--- src/rtl/pc_tx_arbiter_if.sv ---
// Bundle of requester handshakes and the PC_TX FIFO write port seen by pc_tx_arbiter.
// master is the arbiter side, slave is the requesters/FIFO side.
interface pc_tx_arbiter_if #(
    parameter int NUM_REQ = 3
);
    logic [NUM_REQ-1:0]    i_req;
    logic [NUM_REQ-1:0]    i_last;
    logic [32*NUM_REQ-1:0] i_data;
    logic [NUM_REQ-1:0]    o_ack;
    logic [31:0]           o_fifo_write_word_data;
    logic                  o_fifo_write_word_cmd;
    logic                  i_fifo_full;
    logic [2:0]            o_grant_id;
    logic                  o_busy;
    logic                  o_timeout;

    modport master (
        input  i_req, i_last, i_data, i_fifo_full,
        output o_ack, o_fifo_write_word_data, o_fifo_write_word_cmd,
        output o_grant_id, o_busy, o_timeout
    );

    modport slave (
        output i_req, i_last, i_data, i_fifo_full,
        input  o_ack, o_fifo_write_word_data, o_fifo_write_word_cmd,
        input  o_grant_id, o_busy, o_timeout
    );
endinterface

--- src/rtl/pc_tx_arbiter.sv ---
// Message-granular round-robin arbiter in front of the PC_TX word FIFO write port.
// Optional header word per grant when ARB_HEADER_EN is defined.
module pc_tx_arbiter #(
    parameter int NUM_REQ   = 3,
    parameter int MAX_BURST = 16,
    parameter int TIMEOUT   = 1024
) (
    input  logic                 i_clock,
    input  logic                 i_reset,
    pc_tx_arbiter_if.master      bus
);

    typedef enum logic [1:0] {
        ST_IDLE = 2'd0,
        ST_SEND = 2'd1
`ifdef ARB_HEADER_EN
        , ST_HDR = 2'd2
`endif
    } state_t;

    state_t      state_r;
    logic [2:0]  rr_ptr_r;
    logic [2:0]  grant_id_r;
    logic [7:0]  word_cnt_r;
    logic [15:0] stall_cnt_r;
    logic        busy_r;
    logic        timeout_r;

    logic [7:0]  req_ext_s;
    logic [7:0]  last_ext_s;
    logic [31:0] data_arr_s [8];
    logic [3:0]  cand_s;
    logic [2:0]  sel_id_s;
    logic        any_req_s;
    logic        req_g_s;
    logic        last_g_s;
    logic [31:0] data_g_s;
    logic        accept_s;
    logic        hdr_wr_s;
    logic [NUM_REQ-1:0] ack_s;

    function automatic logic [2:0] next_idx(input logic [2:0] idx);
        if (idx == 3'(NUM_REQ - 1)) begin
            return 3'd0;
        end else begin
            return idx + 3'd1;
        end
    endfunction

    // Widen requester vectors to 8 entries so a 3-bit id indexes them directly.
    always_comb begin
        req_ext_s  = 8'd0;
        last_ext_s = 8'd0;
        req_ext_s[NUM_REQ-1:0]  = bus.i_req;
        last_ext_s[NUM_REQ-1:0] = bus.i_last;
        for (int k = 0; k < 8; k++) begin
            data_arr_s[k] = 32'd0;
        end
        for (int k = 0; k < NUM_REQ; k++) begin
            data_arr_s[k] = bus.i_data[32*k +: 32];
        end
    end

    // Round-robin pick: scan downward so the nearest requester at/after rr_ptr_r wins.
    always_comb begin
        sel_id_s  = 3'd0;
        any_req_s = 1'b0;
        cand_s    = 4'd0;
        for (int i = NUM_REQ - 1; i >= 0; i--) begin
            cand_s = {1'b0, rr_ptr_r} + 4'(i);
            if (cand_s >= 4'(NUM_REQ)) begin
                cand_s = cand_s - 4'(NUM_REQ);
            end else begin
                cand_s = cand_s;
            end
            if (req_ext_s[cand_s[2:0]]) begin
                sel_id_s  = cand_s[2:0];
                any_req_s = 1'b1;
            end else begin
                sel_id_s  = sel_id_s;
                any_req_s = any_req_s;
            end
        end
    end

    // Granted requester's view and the zero-latency FIFO write path.
    always_comb begin
        req_g_s  = req_ext_s[grant_id_r];
        last_g_s = last_ext_s[grant_id_r];
        data_g_s = data_arr_s[grant_id_r];
        accept_s = (state_r == ST_SEND) & req_g_s & ~bus.i_fifo_full;
`ifdef ARB_HEADER_EN
        hdr_wr_s = (state_r == ST_HDR) & ~bus.i_fifo_full;
        if (state_r == ST_HDR) begin
            bus.o_fifo_write_word_data = {8'hA5, 8'h00, 8'h00, 5'b00000, grant_id_r};
        end else begin
            bus.o_fifo_write_word_data = data_g_s;
        end
`else
        hdr_wr_s = 1'b0;
        bus.o_fifo_write_word_data = data_g_s;
`endif
        bus.o_fifo_write_word_cmd = accept_s | hdr_wr_s;
        ack_s = '0;
        for (int k = 0; k < NUM_REQ; k++) begin
            ack_s[k] = accept_s & (grant_id_r == 3'(k));
        end
        bus.o_ack = ack_s;
    end

    // Arbitration FSM with burst and stall counters; status outputs are registered here.
    always_ff @(posedge i_clock or posedge i_reset) begin
        if (i_reset) begin
            state_r     <= ST_IDLE;
            rr_ptr_r    <= 3'd0;
            grant_id_r  <= 3'd0;
            word_cnt_r  <= 8'd0;
            stall_cnt_r <= 16'd0;
            busy_r      <= 1'b0;
            timeout_r   <= 1'b0;
        end else begin
            timeout_r <= 1'b0;
            case (state_r)
                ST_IDLE: begin
                    if (any_req_s) begin
                        grant_id_r  <= sel_id_s;
                        word_cnt_r  <= 8'd0;
                        stall_cnt_r <= 16'd0;
                        busy_r      <= 1'b1;
`ifdef ARB_HEADER_EN
                        state_r     <= ST_HDR;
`else
                        state_r     <= ST_SEND;
`endif
                    end else begin
                        grant_id_r <= 3'd0;
                        busy_r     <= 1'b0;
                    end
                end
`ifdef ARB_HEADER_EN
                ST_HDR: begin
                    if (!bus.i_fifo_full) begin
                        state_r <= ST_SEND;
                    end else begin
                        state_r <= ST_HDR;
                    end
                end
`endif
                ST_SEND: begin
                    if (accept_s) begin
                        word_cnt_r  <= word_cnt_r + 8'd1;
                        stall_cnt_r <= 16'd0;
                        if (last_g_s || (word_cnt_r + 8'd1 == 8'(MAX_BURST))) begin
                            rr_ptr_r   <= next_idx(grant_id_r);
                            grant_id_r <= 3'd0;
                            busy_r     <= 1'b0;
                            state_r    <= ST_IDLE;
                        end else begin
                            state_r <= ST_SEND;
                        end
                    end else if (!bus.i_fifo_full && !req_g_s) begin
                        // A full FIFO freezes the stall count; only a silent requester ages it.
                        stall_cnt_r <= stall_cnt_r + 16'd1;
                        if (stall_cnt_r + 16'd1 == 16'(TIMEOUT)) begin
                            timeout_r  <= 1'b1;
                            rr_ptr_r   <= next_idx(grant_id_r);
                            grant_id_r <= 3'd0;
                            busy_r     <= 1'b0;
                            state_r    <= ST_IDLE;
                        end else begin
                            state_r <= ST_SEND;
                        end
                    end else begin
                        state_r <= ST_SEND;
                    end
                end
                default: begin
                    state_r    <= ST_IDLE;
                    grant_id_r <= 3'd0;
                    busy_r     <= 1'b0;
                end
            endcase
        end
    end

    assign bus.o_grant_id = grant_id_r;
    assign bus.o_busy     = busy_r;
    assign bus.o_timeout  = timeout_r;

endmodule

--- src/flat_wrapper.sv ---
// flat-port wrapper written by rule: the top's interface ports become plain ports
module pc_tx_arbiter_flat 
#(
    parameter int NUM_REQ   = 3,
    parameter int MAX_BURST = 16,
    parameter int TIMEOUT   = 1024
)
  (i_clock, i_reset, bus_i_req, bus_i_last, bus_i_data, bus_i_fifo_full, bus_o_ack, bus_o_fifo_write_word_data, bus_o_fifo_write_word_cmd, bus_o_grant_id, bus_o_busy, bus_o_timeout);
  pc_tx_arbiter_if #(.NUM_REQ(NUM_REQ)) bus_i ();
  input  logic i_clock;
  input  logic i_reset;
  input wire logic [$bits(bus_i.i_req)-1:0] bus_i_req;
  input wire logic [$bits(bus_i.i_last)-1:0] bus_i_last;
  input wire logic [$bits(bus_i.i_data)-1:0] bus_i_data;
  input wire logic [$bits(bus_i.i_fifo_full)-1:0] bus_i_fifo_full;
  output wire logic [$bits(bus_i.o_ack)-1:0] bus_o_ack;
  output wire logic [$bits(bus_i.o_fifo_write_word_data)-1:0] bus_o_fifo_write_word_data;
  output wire logic [$bits(bus_i.o_fifo_write_word_cmd)-1:0] bus_o_fifo_write_word_cmd;
  output wire logic [$bits(bus_i.o_grant_id)-1:0] bus_o_grant_id;
  output wire logic [$bits(bus_i.o_busy)-1:0] bus_o_busy;
  output wire logic [$bits(bus_i.o_timeout)-1:0] bus_o_timeout;
  assign bus_i.i_req = bus_i_req;
  assign bus_i.i_last = bus_i_last;
  assign bus_i.i_data = bus_i_data;
  assign bus_i.i_fifo_full = bus_i_fifo_full;
  assign bus_o_ack = bus_i.o_ack;
  assign bus_o_fifo_write_word_data = bus_i.o_fifo_write_word_data;
  assign bus_o_fifo_write_word_cmd = bus_i.o_fifo_write_word_cmd;
  assign bus_o_grant_id = bus_i.o_grant_id;
  assign bus_o_busy = bus_i.o_busy;
  assign bus_o_timeout = bus_i.o_timeout;
  pc_tx_arbiter #(.NUM_REQ(NUM_REQ), .MAX_BURST(MAX_BURST), .TIMEOUT(TIMEOUT)) u_core (.i_clock(i_clock), .i_reset(i_reset), .bus(bus_i));
endmodule
--- config.mk ---
export PLATFORM = sky130hd
export DESIGN_NAME = pc_tx_arbiter_flat
export DESIGN_NICKNAME = d
export VERILOG_FILES = /design/src/rtl/pc_tx_arbiter_if.sv /design/src/rtl/pc_tx_arbiter.sv /design/src/flat_wrapper.sv
export SDC_FILE = /design/constraint.sdc
export NUM_CORES = 1
export LEC_CHECK = 0
export CAP_MARGIN = 20
export CORE_ASPECT_RATIO = 1.2
export CORE_MARGIN = 5
export CORE_UTILIZATION = 40
export DETAILED_ROUTE_END_ITERATION = 6
export PLACE_DENSITY = 0.88
export SKIP_CTS_REPAIR_TIMING = 1
export SYNTH_ARGS = -nofsm -noshare
export SYNTH_HDL_FRONTEND = slang
export SYNTH_SLANG_ARGS = --single-unit
--- constraint.sdc ---
create_clock -name i_clock -period 3 [get_ports i_clock]
set_input_delay 0.6 -clock i_clock [delete_from_list [all_inputs] [get_ports i_clock]]
set_output_delay 0.6 -clock i_clock [all_outputs]
set_load 0.01 [all_outputs]
==> summary.md, run 1 <==
The run finished with clean final reports. The post-detailed-placement half-perimeter wirelength was 10,000 um; the count of synthesis-stage warnings from yosys was 0. During I/O placement, the number of pins put on the boundary was 146. The average instance in the mapped netlist occupies 7.30 um^2. Of all flip-flops after synthesis, the portion carrying an async set or reset was 100%. The commonest cells after synthesis are 98 x sky130_fd_sc_hd__nor2_1, 52 x sky130_fd_sc_hd__a21oi_1, 37 x sky130_fd_sc_hd__mux2i_1. The startpoint identified for the worst register-to-register timing path is u_core.rr_ptr_r[2]. Cell count of the worst hold path: 1. For this block, the routed nets add up to 12,500 um of wire. The dominant register cell in the synthesized netlist is sky130_fd_sc_hd__dfrtp_1. The number of clock buffers added by TritonCTS is 5. The run gives 10,300 um^2 as the die outline area. Cell with the most instances on the worst path: sky130_fd_sc_hd__clkdlybuf4s50_1.

The number of nets in the synthesized netlist is 576. The largest single stage delay on the critical path is 0.56 ns. Of all nets on the critical path, the largest fanout is 5. The number of hold violations in the final report is 0, and the wire length of the first global-routing pass is 19,800 um. The critical path goes through clkdlybuf4s50_1 > mux2_4 > a22o_1 > nand3_4 > nor3_1 > clkdlybuf4s50_1.

For this run, the total global-route usage over all layers was measured as 23.4%. Once the floorplan was initialized, standard cells occupied 41.3% of the core. In this run, synthesis produced a sequential element count of 33. Average wire per cell in the routed design: 17.3 um.

In the final design database the tool counted 722 nets. The sort of element at the end of the critical path is an output port. The critical path contains buffers and inverters numbering 2 combined. The internal power of the cells totals 1.84 mW. The fraction of power spent switching nets came out at 47.1%. Largest area contributor in the synthesized netlist: sky130_fd_sc_hd__dfrtp_1. The destination of the worst hold path was u_core.stall_cnt_r[14]. Type of element launching the critical path: an input port. Headroom to the max-slew limit came out at 61.2%. The number of different library cells used by synthesis comes to 61. The sequential area share after synthesis was 24.6%.

The clock latency on the worst-skew pair was 0.29 ns. Counting cells, the worst reg-to-reg path comes to 8. The critical path is of the in -> out type.

The via count of the first global-routing pass came out at 4,155. The beginning of the worst hold path was u_core.stall_cnt_r[14]. The clock-pin slew on the worst setup and hold paths came out at 0.07 ns. Entering global routing, the biggest net connects 40 pins.

VDD sags by at most 0.392 mV. Buffers placed on the I/O ports in this run total 145. Of the cells placed in the final design, the portion with a size suffix greater than 1 is 6.91%. The clock tree synthesis step divided the H-tree into 2 levels. TritonCTS built the clock tree. No sink is reached through more buffers than the 2 on the longest clock path.

The tools report the area inside the core boundary as 8150 um^2. By area the synthesized netlist is led by sky130_fd_sc_hd__dfrtp_1 25%, sky130_fd_sc_hd__mux2i_1 11%, sky130_fd_sc_hd__nor2_1 11%, sky130_fd_sc_hd__a21oi_1 7.7%, sky130_fd_sc_hd__ha_1 3.7%. For this design, the sink count on the clock tree is 33. The DRC marker count from the first detailed-route iteration came out at 323.

The total overflow left after global routing is 0. Among all stages on the critical path, the largest delay is contributed by sky130_fd_sc_hd__clkdlybuf4s50_1. In this run the cell area of the synthesized design comes to 3360 um^2.

Among cell families on the critical path, the largest total delay comes from buffers and inverters. The number of enable-type register cells in the synthesized netlist was 0. The run gives 3.48 mW as the overall power of the completed layout. Setup repair after global routing left no endpoint under its margin. The worst hold slack is 0.540 ns. The floorplan has 36 rows. In this run the critical register-to-register path is captured at u_core.word_cnt_r[0]. Among all cell types in the netlist, the one instantiated most often is sky130_fd_sc_hd__nor2_1. Registers are responsible for 17.9% of the overall power. The clock network burns 9.3% of the power.

The arrival time reported for the critical path endpoint was 2.31 ns; the reported max-cap violation count was 0. The post-synthesis to final-layout area growth works out to 51.6%. In this run the clock root is driven by a sky130_fd_sc_hd__clkbuf_8. The logs give 0.20 ns for the register-to-register setup slack and 0 for the number of antenna violations at the first check in global routing.

The post-detailed-route count of antenna-violating nets was 0. In this run the power density over the cells is 683 nW/um^2. The number of antenna diodes in the final layout is 0. The tools report the clock tree skew after final layout as 0.00765 ns. For the total net switching power, the log shows 1.64 mW.

Combinational logic is responsible for 72.8% of the overall power. Synthesis produced a netlist whose cell count is 461. Timing would allow up to 0.344 GHz. The global placer's final weighted congestion was 0.932; the horizontal extent of the die was 93.7 um. Post-route minimum period: 2.91 ns. The die height works out to 110 um. The final routed DRC violation total was 0.

The actual transition at the worst max-transition pin is 0.581 ns. The count of pins over their slew limit was 0; the vias per cell was 5.76. In this run the number of cells on the critical path is 6.

Leakage power of the design: 2.09 nW. The top cell type's share of synthesized area is 24.6%, and the period utilization is 97.0%. Class of the most critical hold timing path: reg -> reg. The logs give 0 for the count of endpoints failing setup in the final report and 4,162 for the via total after detailed routing. The first detailed-routing pass took 7 iterations. The data required time of the worst path came out at 2.40 ns.
## worst max-delay path by stage
stage | endpoint | start | slack (ns)
finish | bus_o_ack[1] | bus_i_req[2] | 0.09
global route | u_core.word_cnt_r[4] | u_core.rr_ptr_r[2] | 0.02
CTS | bus_o_fifo_write_word_cmd | bus_i_req[0] | -0.09
detailed placement | bus_o_fifo_write_word_cmd | bus_i_req[2] | -0.09
global placement | bus_o_fifo_write_word_cmd | bus_i_req[0] | -0.09
floorplan | u_core.stall_cnt_r[11] | u_core.rr_ptr_r[0] | 0.54
## cell type report
class	count	area, um^2
Fill cell	719	3050
Timing Repair Buffer	166	1610
Clock inverter	2	10.0
Tap cell	114	143
Sequential cell	33	827
Clock buffer	6	72.6
Inverter	20	75.1
Multi-Input combinational cell	381	2360
## placed cells by master, fill, tap and decap left out, types with 3 or more instances in the layout
cell                              instances
sky130_fd_sc_hd__nand3_1                 17
sky130_fd_sc_hd__nand2_1                 25
sky130_fd_sc_hd__ha_1                    10
sky130_fd_sc_hd__a41oi_1                  6
sky130_fd_sc_hd__mux2i_1                 37
sky130_fd_sc_hd__xnor2_1                  5
sky130_fd_sc_hd__dfrtp_1                 32
sky130_fd_sc_hd__nand4_1                  9
sky130_fd_sc_hd__a211oi_1                 4
sky130_fd_sc_hd__inv_1                   20
sky130_fd_sc_hd__nor4_1                   5
sky130_fd_sc_hd__nand2b_1                 5
sky130_fd_sc_hd__o211ai_1                 4
sky130_fd_sc_hd__nor2b_1                  3
sky130_fd_sc_hd__nor2_1                  98
sky130_fd_sc_hd__o311a_1                  4
sky130_fd_sc_hd__clkbuf_8                 5
sky130_fd_sc_hd__and3_1                   5
sky130_fd_sc_hd__buf_4                   21
sky130_fd_sc_hd__a21oi_1                 52
sky130_fd_sc_hd__nor3_1                  15
sky130_fd_sc_hd__o22ai_1                  5
sky130_fd_sc_hd__clkdlybuf4s50_1        144
sky130_fd_sc_hd__a2bb2oi_1                3
sky130_fd_sc_hd__a31oi_1                  6
sky130_fd_sc_hd__o21ai_0                 21
## cells by family (layout without fill, tap and decap cells)
kind of cell | after synthesis | after routing | share of synthesized area (%)
AO/OA/AOI/OAI | 129 | 129 | 25.0
XOR/XNOR | 6 | 6 | 1.56
adder cells (fa/ha/maj) | 10 | 10 | 3.72
buffers and inverters | 47 | 194 | 5.88
flip-flops | 33 | 33 | 24.6
multiplexers | 39 | 39 | 11.8
AND/OR/NAND/NOR | 197 | 197 | 27.5
## worst register-to-register path: stages (launching register included)
cell and delay [ns]:
sky130_fd_sc_hd__dfrtp_1 0.47, sky130_fd_sc_hd__inv_1 0.17, sky130_fd_sc_hd__ha_1 0.30, sky130_fd_sc_hd__a211oi_1 0.29, sky130_fd_sc_hd__mux2i_1 0.34, sky130_fd_sc_hd__mux2i_1 0.24
sky130_fd_sc_hd__nand2_1 0.17, sky130_fd_sc_hd__a31oi_2 0.49, sky130_fd_sc_hd__o21ai_0 0.18
## power groups by stage
stage / registers, mW / clock network, mW / logic, mW
floorplan: 0.604 / 0 / 1.50
global placement: 0.619 / 0 / 2.44
detailed placement: 0.624 / 0 / 2.51
CTS: 0.616 / 0.331 / 2.51
global route: 0.631 / 0.352 / 2.76
finish: 0.623 / 0.325 / 2.54
## metrics by stage
| step | instance area (um^2) | instances | util, % | setup TNS (ns) | setup slack [ns] |
|---|---|---|---|---|---|
| floorplan | 3360 | 461 | - | 0 | 0.541 |
| global placement | 5000 | 714 | 61.3 | -0.299 | -0.0891 |
| detailed placement | 5000 | 714 | 61.3 | -0.300 | -0.0867 |
| CTS | 5080 | 722 | 62.3 | -0.343 | -0.0947 |
| global route | 5100 | 722 | 62.6 | 0 | 0.0193 |
| finish | 5100 | 722 | 62.6 | 0 | 0.0908 |
## layer usage
layer / GRT usage (%) / wire, um / up-vias
li1: - / - / 1972
met1: 25.3 / 4590 / 1955
met2: 42.5 / 6520 / 205
met3: 7.14 / 1140 / 30
met4: 7.61 / 270 / 0
met5: 0 / 0 / -
## state kept, by name (all words and copies together), names as in the netlist
name                   count
u_core.bus.o_busy          1
u_core.state_r             1
u_core.stall_cnt_r        16
u_core.bus.o_grant_id      3
u_core.rr_ptr_r            3
u_core.word_cnt_r          8
u_core.bus.o_timeout       1
(Power assumes the default switching activity.)
==> inputs of run 2 (changes only) <==
CTS_CLUSTER_SIZE = 40   (was default)
==> results of run 2 <==
Final layout, timing and power as in run 1 (identical DEF).
